==> src/rtl/vertical_scale_controller.sv <==
// Two-channel vertical scale controller: debounced up/down buttons step a
// one-hot x8 scale factor for the channel chosen by channelSelect.
module vertical_scale_controller #(
  parameter int SCALE_FACTOR_SIZE = 10,
  parameter int DEBOUNCE_CYCLES   = 1000000
) (
  input  logic                         clock,
  input  logic                         resetN,
  input  logic                         buttonUp,
  input  logic                         buttonDown,
  input  logic                         channelSelect,
  output logic [SCALE_FACTOR_SIZE-1:0] verticalScaleFactorTimes8Channel1,
  output logic [SCALE_FACTOR_SIZE-1:0] verticalScaleFactorTimes8Channel2,
  output logic                         scaleChanged,
  output logic [3:0]                   o_dbg_state
);

  localparam int CW = $clog2(DEBOUNCE_CYCLES) + 1;
  localparam logic [CW-1:0] L_TERM = CW'(DEBOUNCE_CYCLES - 1);
  localparam logic [SCALE_FACTOR_SIZE-1:0] L_UNITY = SCALE_FACTOR_SIZE'(8);
  localparam logic [SCALE_FACTOR_SIZE-1:0] L_MIN   = SCALE_FACTOR_SIZE'(1);
  localparam logic [SCALE_FACTOR_SIZE-1:0] L_MAX   = L_MIN << (SCALE_FACTOR_SIZE - 1);

  typedef enum logic [1:0] {
    ST_RELEASED     = 2'd0,
    ST_PRESS_WAIT   = 2'd1,
    ST_PRESSED      = 2'd2,
    ST_RELEASE_WAIT = 2'd3
  } deb_state_t;

  // Bit 0 is the up button, bit 1 the down button throughout.
  logic [1:0] w_raw;
  logic [1:0] r_sync1;
  logic [1:0] r_sync2;
  logic [1:0] w_event;

  assign w_raw = {buttonDown, buttonUp};

  always_ff @(posedge clock or negedge resetN) begin
    if (!resetN) begin
      r_sync1 <= 2'b00;
      r_sync2 <= 2'b00;
    end else begin
      r_sync1 <= w_raw;
      r_sync2 <= r_sync1;
    end
  end

  genvar g;
  generate
    for (g = 0; g < 2; g++) begin : g_deb
      deb_state_t    r_state;
      logic [CW-1:0] r_cnt;

      // The press event fires on the edge that completes the qualifying run,
      // so the factor register can take it on that same edge.
      assign w_event[g] = (r_state == ST_PRESS_WAIT) && r_sync2[g] && (r_cnt == L_TERM);

      always_ff @(posedge clock or negedge resetN) begin
        if (!resetN) begin
          r_state <= ST_RELEASED;
          r_cnt   <= '0;
        end else begin
          case (r_state)
            ST_RELEASED: begin
              if (r_sync2[g]) begin
                r_state <= ST_PRESS_WAIT;
                r_cnt   <= '0;
              end
            end
            ST_PRESS_WAIT: begin
              if (!r_sync2[g]) begin
                r_state <= ST_RELEASED;
                r_cnt   <= '0;
              end else if (r_cnt == L_TERM) begin
                r_state <= ST_PRESSED;
                r_cnt   <= '0;
              end else begin
                r_cnt <= r_cnt + CW'(1);
              end
            end
            ST_PRESSED: begin
              if (!r_sync2[g]) begin
                r_state <= ST_RELEASE_WAIT;
                r_cnt   <= '0;
              end
            end
            ST_RELEASE_WAIT: begin
              if (r_sync2[g]) begin
                r_state <= ST_PRESSED;
                r_cnt   <= '0;
              end else if (r_cnt == L_TERM) begin
                r_state <= ST_RELEASED;
                r_cnt   <= '0;
              end else begin
                r_cnt <= r_cnt + CW'(1);
              end
            end
            default: begin
              r_state <= ST_RELEASED;
              r_cnt   <= '0;
            end
          endcase
        end
      end
    end
  endgenerate

  assign o_dbg_state = {g_deb[1].r_state, g_deb[0].r_state};

  logic                         w_up;
  logic                         w_dn;
  logic [SCALE_FACTOR_SIZE-1:0] w_target;
  logic [SCALE_FACTOR_SIZE-1:0] w_next;
  logic                         w_change;
  logic [SCALE_FACTOR_SIZE-1:0] r_factor1;
  logic [SCALE_FACTOR_SIZE-1:0] r_factor2;
  logic                         r_changed;

  // Simultaneous up and down cancel each other out.
  assign w_up = w_event[0] & ~w_event[1];
  assign w_dn = w_event[1] & ~w_event[0];

  always_comb begin
    w_target = channelSelect ? r_factor2 : r_factor1;
    w_next   = w_target;
    w_change = 1'b0;
    if (w_up && (w_target != L_MAX)) begin
      w_next   = w_target << 1;
      w_change = 1'b1;
    end else if (w_dn && (w_target != L_MIN)) begin
      w_next   = w_target >> 1;
      w_change = 1'b1;
    end
  end

  always_ff @(posedge clock or negedge resetN) begin
    if (!resetN) begin
      r_factor1 <= L_UNITY;
      r_factor2 <= L_UNITY;
      r_changed <= 1'b0;
    end else begin
      r_changed <= w_change;
      if (w_change) begin
        if (channelSelect) r_factor2 <= w_next;
        else               r_factor1 <= w_next;
      end
    end
  end

  assign verticalScaleFactorTimes8Channel1 = r_factor1;
  assign verticalScaleFactorTimes8Channel2 = r_factor2;
  assign scaleChanged                      = r_changed;

endmodule

==> config.mk <==
export PLATFORM = sky130hd
export DESIGN_NAME = vertical_scale_controller
export DESIGN_NICKNAME = d
export VERILOG_FILES = /design/src/rtl/vertical_scale_controller.sv
export SDC_FILE = /design/constraint.sdc
export NUM_CORES = 1
export LEC_CHECK = 0
export ABC_AREA = 1
export CAP_MARGIN = 40
export CORE_MARGIN = 2
export CORE_UTILIZATION = 35
export DETAILED_ROUTE_END_ITERATION = 8
export HOLD_SLACK_MARGIN = 0.03
export PLACE_DENSITY_LB_ADDON = 0.05
export RECOVER_POWER = 25
export SLEW_MARGIN = 20
export SYNTH_ARGS = -nofsm -noshare
export SYNTH_HDL_FRONTEND = slang
export SYNTH_SLANG_ARGS = --single-unit
==> constraint.sdc <==
create_clock -name clock -period 4.1 [get_ports clock]
set_clock_uncertainty 0.15 [all_clocks]
set_input_delay 0.41 -clock clock [delete_from_list [all_inputs] [get_ports clock]]
set_output_delay 0.41 -clock clock [all_outputs]
set_load 0.05 [all_outputs]
==> impl_metrics.json, run 1 <==
{
  "status": "finished, violations left",
  "violations": "max-capacitance violations, max-slew violations",
  "yosysTopAreaCell": "dfrtp_1",
  "critPathArrivalTime_ns": 3.10,
  "synthXorXnorAreaFrac": 0.0459,
  "synth_flop_cell": "dfrtp_1",
  "vias_per_cell": 4.79,
  "power_uw": 1990,
  "fillers": 1279,
  "cts_sinks": 71,
  "cts_tree": "done",
  "pwr-share-seq": 0.396,
  "drt_iter0_drc": 221,
  "cap_viol_max_count": 1,
  "overflow": 0,
  "firstDrtPassIters": 4,
  "yosysMostFrequentCell": "nand2_1",
  "switching_share": 0.338,
  "vias": 3709,
  "h-tree-depth": 3,
  "initial_core_util": 0.362,
  "synthAdderAreaFrac": 0.00570,
  "syn_area_per_cell_sq_um": 7.69,
  "grt_pass1_wl_mm": 18.6,
  "grt_max_degree": 44,
  "ios": 30,
  "crit_path_end_kind": "asynchronous set/reset pin",
  "areaGrowthSynthToFinish_pct": 15.7,
  "synth_top_cell_area_share": 0.393,
  "synth.area.top_cells": "dfrtp_1 39%, nand2_1 14%, inv_1 5.7%, nand3_1 4.7%, xor2_1 4.0%",
  "cts-resized-gates": 0,
  "p_leak_uw": 0.00230,
  "grt_pass1_vias": 3590,
  "synthSimpleGateAreaFrac": 0.369,
  "seq_area_frac_synth": 0.405,
  "avgRoutedWirePerCell_um": 14.2,
  "route.detailed.drc": 0,
  "fp.coreArea_sq_mm": 0.0121,
  "clock_latency_ns": 0.33,
  "required_ns": 4.23,
  "multi_input_area_sq_mm": 0.00221,
  "fmax_mhz": 337,
  "cp_max_fo": 43,
  "drive_gt1_frac": 0.125,
  "fin_nets": 608,
  "netlist_area_sq_mm": 0.00439,
  "synth-seq-cells": 71,
  "p_int_uw": 1320,
  "postCtsSetupRepairBufs": 0,
  "tightest_slew_ns": 1.56,
  "synth_edf_count": 0,
  "hold_path_class": "reg -> reg",
  "fin_setup_tns_ns": 0,
  "gp_congestion": 0.872,
  "crit_type": "in -> async",
  "track_usage": 0.180,
  "clockBufferDepth": 2,
  "final_hold_viol_count": 0,
  "powerDensity_mw_per_mm2": 391,
  "ys_types": 38,
  "pwr-share-comb": 0.230,
  "post-route-period-util": 0.724,
  "root_buffer": "clkbuf_16",
  "holdBufCountCts": 1,
  "power.net_switching_uw": 671,
  "regArea_sq_mm": 0.00178,
  "ant_nets": 0,
  "portBuffers": 29,
  "synthTopCellsByCount": "162 x nand2_1, 69 x dfrtp_1, 67 x inv_1",
  "synth_top_family_by_area": "simple AND/OR/NAND/NOR gates",
  "die_area_sq_mm": 0.0135,
  "die_y_um": 116,
  "ys_warn_count": 0,
  "rows": 40,
  "rsz0062_at_grt": "no",
  "synthArstFlopShare": 1.00,
  "dp_hpwl_mm": 8.08,
  "synth_nets": 578,
  "die_w_um": 116,
  "finalSetupViolCount": 0,
  "ir_drop_mv": 0.378,
  "post-route-min-period_ns": 2.97,
  "path_clk_slew_ns": 0.05,
  "startpoint_type": "primary input",
  "netlist_instances": 571,
  "wl_mm": 11.0,
  "synthMuxAreaShare": 0,
  "synth_compound_area_frac": 0.0824,
  "antenna_found_initial": 0,
  "cts_buffers": 9,
  "slew_violations": 30,
  "clock_power_share": 0.374,
  "antennaDiodeCount": 0,
  "slew_headroom": -0.0406
}
## cells in the final DEF, fill, tap and decap left out, types with 4 or more instances in the layout
master,netlist,layout
inv_1,67,67
clkdlybuf4s50_1,0,26
o22ai_1,20,20
nor3_1,9,9
a21oi_1,7,7
inv_2,12,12
nor2_1,36,36
nand4_1,24,24
nor2_2,7,7
nand3_1,41,41
clkbuf_1,4,5
xor2_1,20,20
nand2_1,162,162
o21ai_1,6,6
o21ai_0,21,21
clkbuf_16,0,9
dfrtp_1,69,69
nand3_4,4,4
nand2_2,14,14
nand3_2,12,12
## state kept, by name, summed over array words and instances (netlist names), named ones only
signal,count
r_sync1,2
r_sync2,2
verticalScaleFactorTimes8Channel1,10
scaleChanged,1
verticalScaleFactorTimes8Channel2,10
g_deb.r_cnt,42
g_deb.r_state,2
## per-stage QoR
stage	area, sq um	util	hold WS (ns)	setup WS, ns	std cells
after floorplan	4390	-	-0.0356	2.05	571
after global placement	4790	0.395	0.185	1.09	756
after detailed placement	4810	0.398	0.187	1.02	757
after CTS	5110	0.422	0.201	1.15	774
after global routing	5080	0.419	0.202	0.547	774
final	5080	0.419	0.199	1.13	774
## worst max-delay path, cell delays in order
cell and delay, ns:
dlygate4sd3_1 0.52, clkbuf_1 1.12, clkbuf_2 1.01
## final timing paths
kind / startpoint / endpoint / slack [ns] / cells past startpoint
worst max-delay path: resetN / g_deb[0].r_cnt[9]$_DFFE_PN0P_ / 1.13 / 3
worst min-delay path: r_sync1[1]$_DFF_PN0_ / r_sync2[1]$_DFF_PN0_ / 0.20 / 0
worst max register to register: flip-flop / g_deb[1].r_cnt[18]$_DFFE_PN0P_ / 1.23 / 10
worst min register to register: r_sync1[1]$_DFF_PN0_ / r_sync2[1]$_DFF_PN0_ / 0.20 / 0
max in group clock: flip-flop / g_deb[1].r_cnt[18]$_DFFE_PN0P_ / 1.23 / 10
min in group asynchronous: resetN / g_deb[1].r_cnt[20]$_DFFE_PN0P_ / 0.84 / 2
## area by class of cell
cell class                 instances  area share
tap                              168      0.0414
multi-input combinational        408       0.434
timing repair buffer              32      0.0603
sequential                        71       0.350
inverter                          79      0.0584
clock buffer                      16      0.0554
## routing by layer
| layer | routed length (um) | up-vias | track usage |
|---|---|---|---|
| met5 | 0 | - | 0 |
| met4 | 179 | 0 | 0.0667 |
| met3 | 520 | 12 | 0.0492 |
| met2 | 4750 | 81 | 0.262 |
| met1 | 5520 | 1709 | 0.256 |
| li1 | - | 1907 | - |
## power by group through the flow
stage / Clock (uW) / Combinational (uW) / Sequential, uW
2_1_floorplan: 0 / 253 / 861
3_3_place_gp: 0 / 464 / 799
3_5_place_dp: 0 / 471 / 799
4_1_cts: 774 / 473 / 787
5_1_grt: 800 / 510 / 796
6_report: 743 / 456 / 787
## cell families (layout without fill, tap and decap cells)
logic type / Yosys count / count (layout)
flip-flops: 71 / 71
XOR/XNOR: 23 / 23
buffers and inverters: 92 / 127
adder cells (fa/ha/maj): 2 / 2
AO/OA/AOI/OAI: 60 / 60
AND/OR/NAND/NOR: 323 / 323
No activity file was read; power rests on OpenSTA's default activity.
==> run 2, diff against run 1 <==
clock period = 2.5 ns   (was 4.1 ns; I/O delays follow)
==> impl_metrics.json, run 2 (synthesis results as in run 1) <==
{
  "dp_hpwl_mm": 8.13,
  "die_area_sq_mm": 0.0135,
  "required_ns": 2.58,
  "top_usage_layer": "met2",
  "track_usage": 0.185,
  "areaGrowthSynthToFinish_pct": 21.0,
  "startpoint_type": "flip-flop",
  "fp.coreArea_sq_mm": 0.0121,
  "root_buffer": "clkbuf_16",
  "crit_chain": "ha_1 -> nand3_2 -> nor2_2 -> nand3_2 -> nor2_8 -> nand3_4 -> a21oi_4 -> inv_2 -> nand2_1 -> nand2_1",
  "antennaDiodeCount": 0,
  "die_y_um": 116,
  "grt_max_degree": 45,
  "pwr-share-seq": 0.373,
  "clock_power_share": 0.386,
  "r2r-start": "g_deb[1].r_cnt[0]$_DFFE_PN0P_",
  "layout_common_cells": "162 x nand2_1, 68 x dfrtp_1, 67 x inv_1, 41 x nand3_1, 36 x nor2_1",
  "critPathBufInv": 1,
  "portBuffers": 29,
  "met1_usage": 0.260,
  "cts_tree": "done",
  "ant_nets": 0,
  "antenna_found_initial": 0,
  "ir_drop_mv": 0.703,
  "cts_buffers": 9,
  "avgRoutedWirePerCell_um": 13.9,
  "die_w_um": 116,
  "switching_share": 0.329,
  "p_int_uw": 2330,
  "power.net_switching_uw": 1140,
  "ios": 30,
  "initial_core_util": 0.362,
  "vias": 3852,
  "drt_iter0_drc": 156,
  "post-route-min-period_ns": 2.29,
  "crit_path_end_kind": "flip-flop",
  "finalSetupViolCount": 0,
  "cp_max_fo": 10,
  "fin_setup_tns_ns": 0,
  "final_common_cell": "nand2_1",
  "pwr-share-comb": 0.242,
  "firstDrtPassIters": 6,
  "cp_slowest_cell": "dfrtp_2",
  "post-route-period-util": 0.918,
  "largest_register_ffs": 42,
  "slew_violations": 0,
  "fin_nets": 632,
  "top_register": "g_deb.r_cnt",
  "hold_path_class": "reg -> reg",
  "critPathArrivalTime_ns": 2.37,
  "status": "complete, no violations",
  "wl_mm": 11.1,
  "rsz0062_at_grt": "no",
  "power_uw": 3470,
  "slowest_delay_ns": 0.41,
  "slew_headroom": 0.217,
  "h-tree-depth": 3,
  "grt_pass1_vias": 3807,
  "cts_sinks": 71,
  "powerDensity_mw_per_mm2": 654,
  "drive_gt1_frac": 0.168,
  "route.detailed.drc": 0,
  "clockBufferDepth": 2,
  "path_clk_slew_ns": 0.06,
  "worstSetupStartpoint": "g_deb[1].r_cnt[0]$_DFFE_PN0P_",
  "clock_latency_ns": 0.34,
  "cap_viol_max_count": 0,
  "postCtsSetupRepairBufs": 0,
  "vias_per_cell": 4.83,
  "fmax_mhz": 436,
  "final_hold_viol_count": 0,
  "p_leak_uw": 0.00244,
  "gp_congestion": 0.850,
  "tightest_slew_ns": 1.17,
  "overflow": 0,
  "critPathTopFamily": "simple AND/OR/NAND/NOR gates",
  "grt_pass1_wl_mm": 19.3,
  "rows": 40,
  "met3_usage": 0.0303,
  "holdCritStartpoint": "r_sync1[1]$_DFF_PN0_",
  "crit_type": "reg -> reg",
  "grt_use_met2": 0.281
}
## run 2: worst paths after layout
kind / end / slack [ns] / depth (start not counted)
worst max register to register: verticalScaleFactorTimes8Channel1[2]$_DFFE_PN0P_ / 0.21 / 10
worst min-delay path: r_sync2[1]$_DFF_PN0_ / 0.20 / 0
worst min register to register: r_sync2[1]$_DFF_PN0_ / 0.20 / 0
worst max-delay path: verticalScaleFactorTimes8Channel1[2]$_DFFE_PN0P_ / 0.21 / 10
min in group asynchronous: g_deb[1].r_cnt[7]$_DFFE_PN0P_ / 0.53 / 2
max in group asynchronous: verticalScaleFactorTimes8Channel2[3]$_DFFE_PN1P_ / 0.85 / 3
## run 2: area by class of cell
class / count / area (sq um)
clock buffers: 13 / 270
clock inverters: 3 / 40.0
fillers: 1274 / 6800
inverters: 79 / 297
multi-input cells: 408 / 2210
flip-flops and latches: 71 / 1780
well taps: 168 / 210
repair buffers: 56 / 503
## run 2: stage by stage
stage	cell area (sq um)	instances	hold WS (ns)	util	setup slack, ns
floorplan	4390	571	-0.196	-	0.453
global placement	4990	781	0.153	0.412	0.0644
detailed placement	4990	781	0.155	0.412	0.0491
CTS	5310	798	0.191	0.438	0.127
global route	5310	798	0.211	0.439	0.0240
finish	5310	798	0.200	0.439	0.205
## run 2: power groups by stage
stage / combinational [uW] / clock, uW / sequential (uW)
after floorplan: 415 / 0 / 1410
after global placement: 848 / 0 / 1310
after detailed placement: 845 / 0 / 1310
after CTS: 851 / 1390 / 1290
after global routing: 929 / 1450 / 1310
final: 840 / 1340 / 1290
## run 2: worst reg2reg max path, delay by kind of cell, from the launching register on
kind | cells | cell delay [ns]
compound gates | 1 | 0.26
fa+ha+maj | 1 | 0.26
buf+inv | 1 | 0.15
flops | 1 | 0.41
simple gates | 7 | 0.97
## run 2: per-layer routing
layer  wire [um]  up-vias
met3         347       16
li1            -     1960
met1        5650     1813
met4         228        0
met2        4900       63
met5           0        -
## run 2: what timing repair did
action	4_1_cts	5_1_grt
hold endpoints to repair	42	0
gates resized for setup	0	2
hold buffers	1	0
setup endpoints to repair	0	10
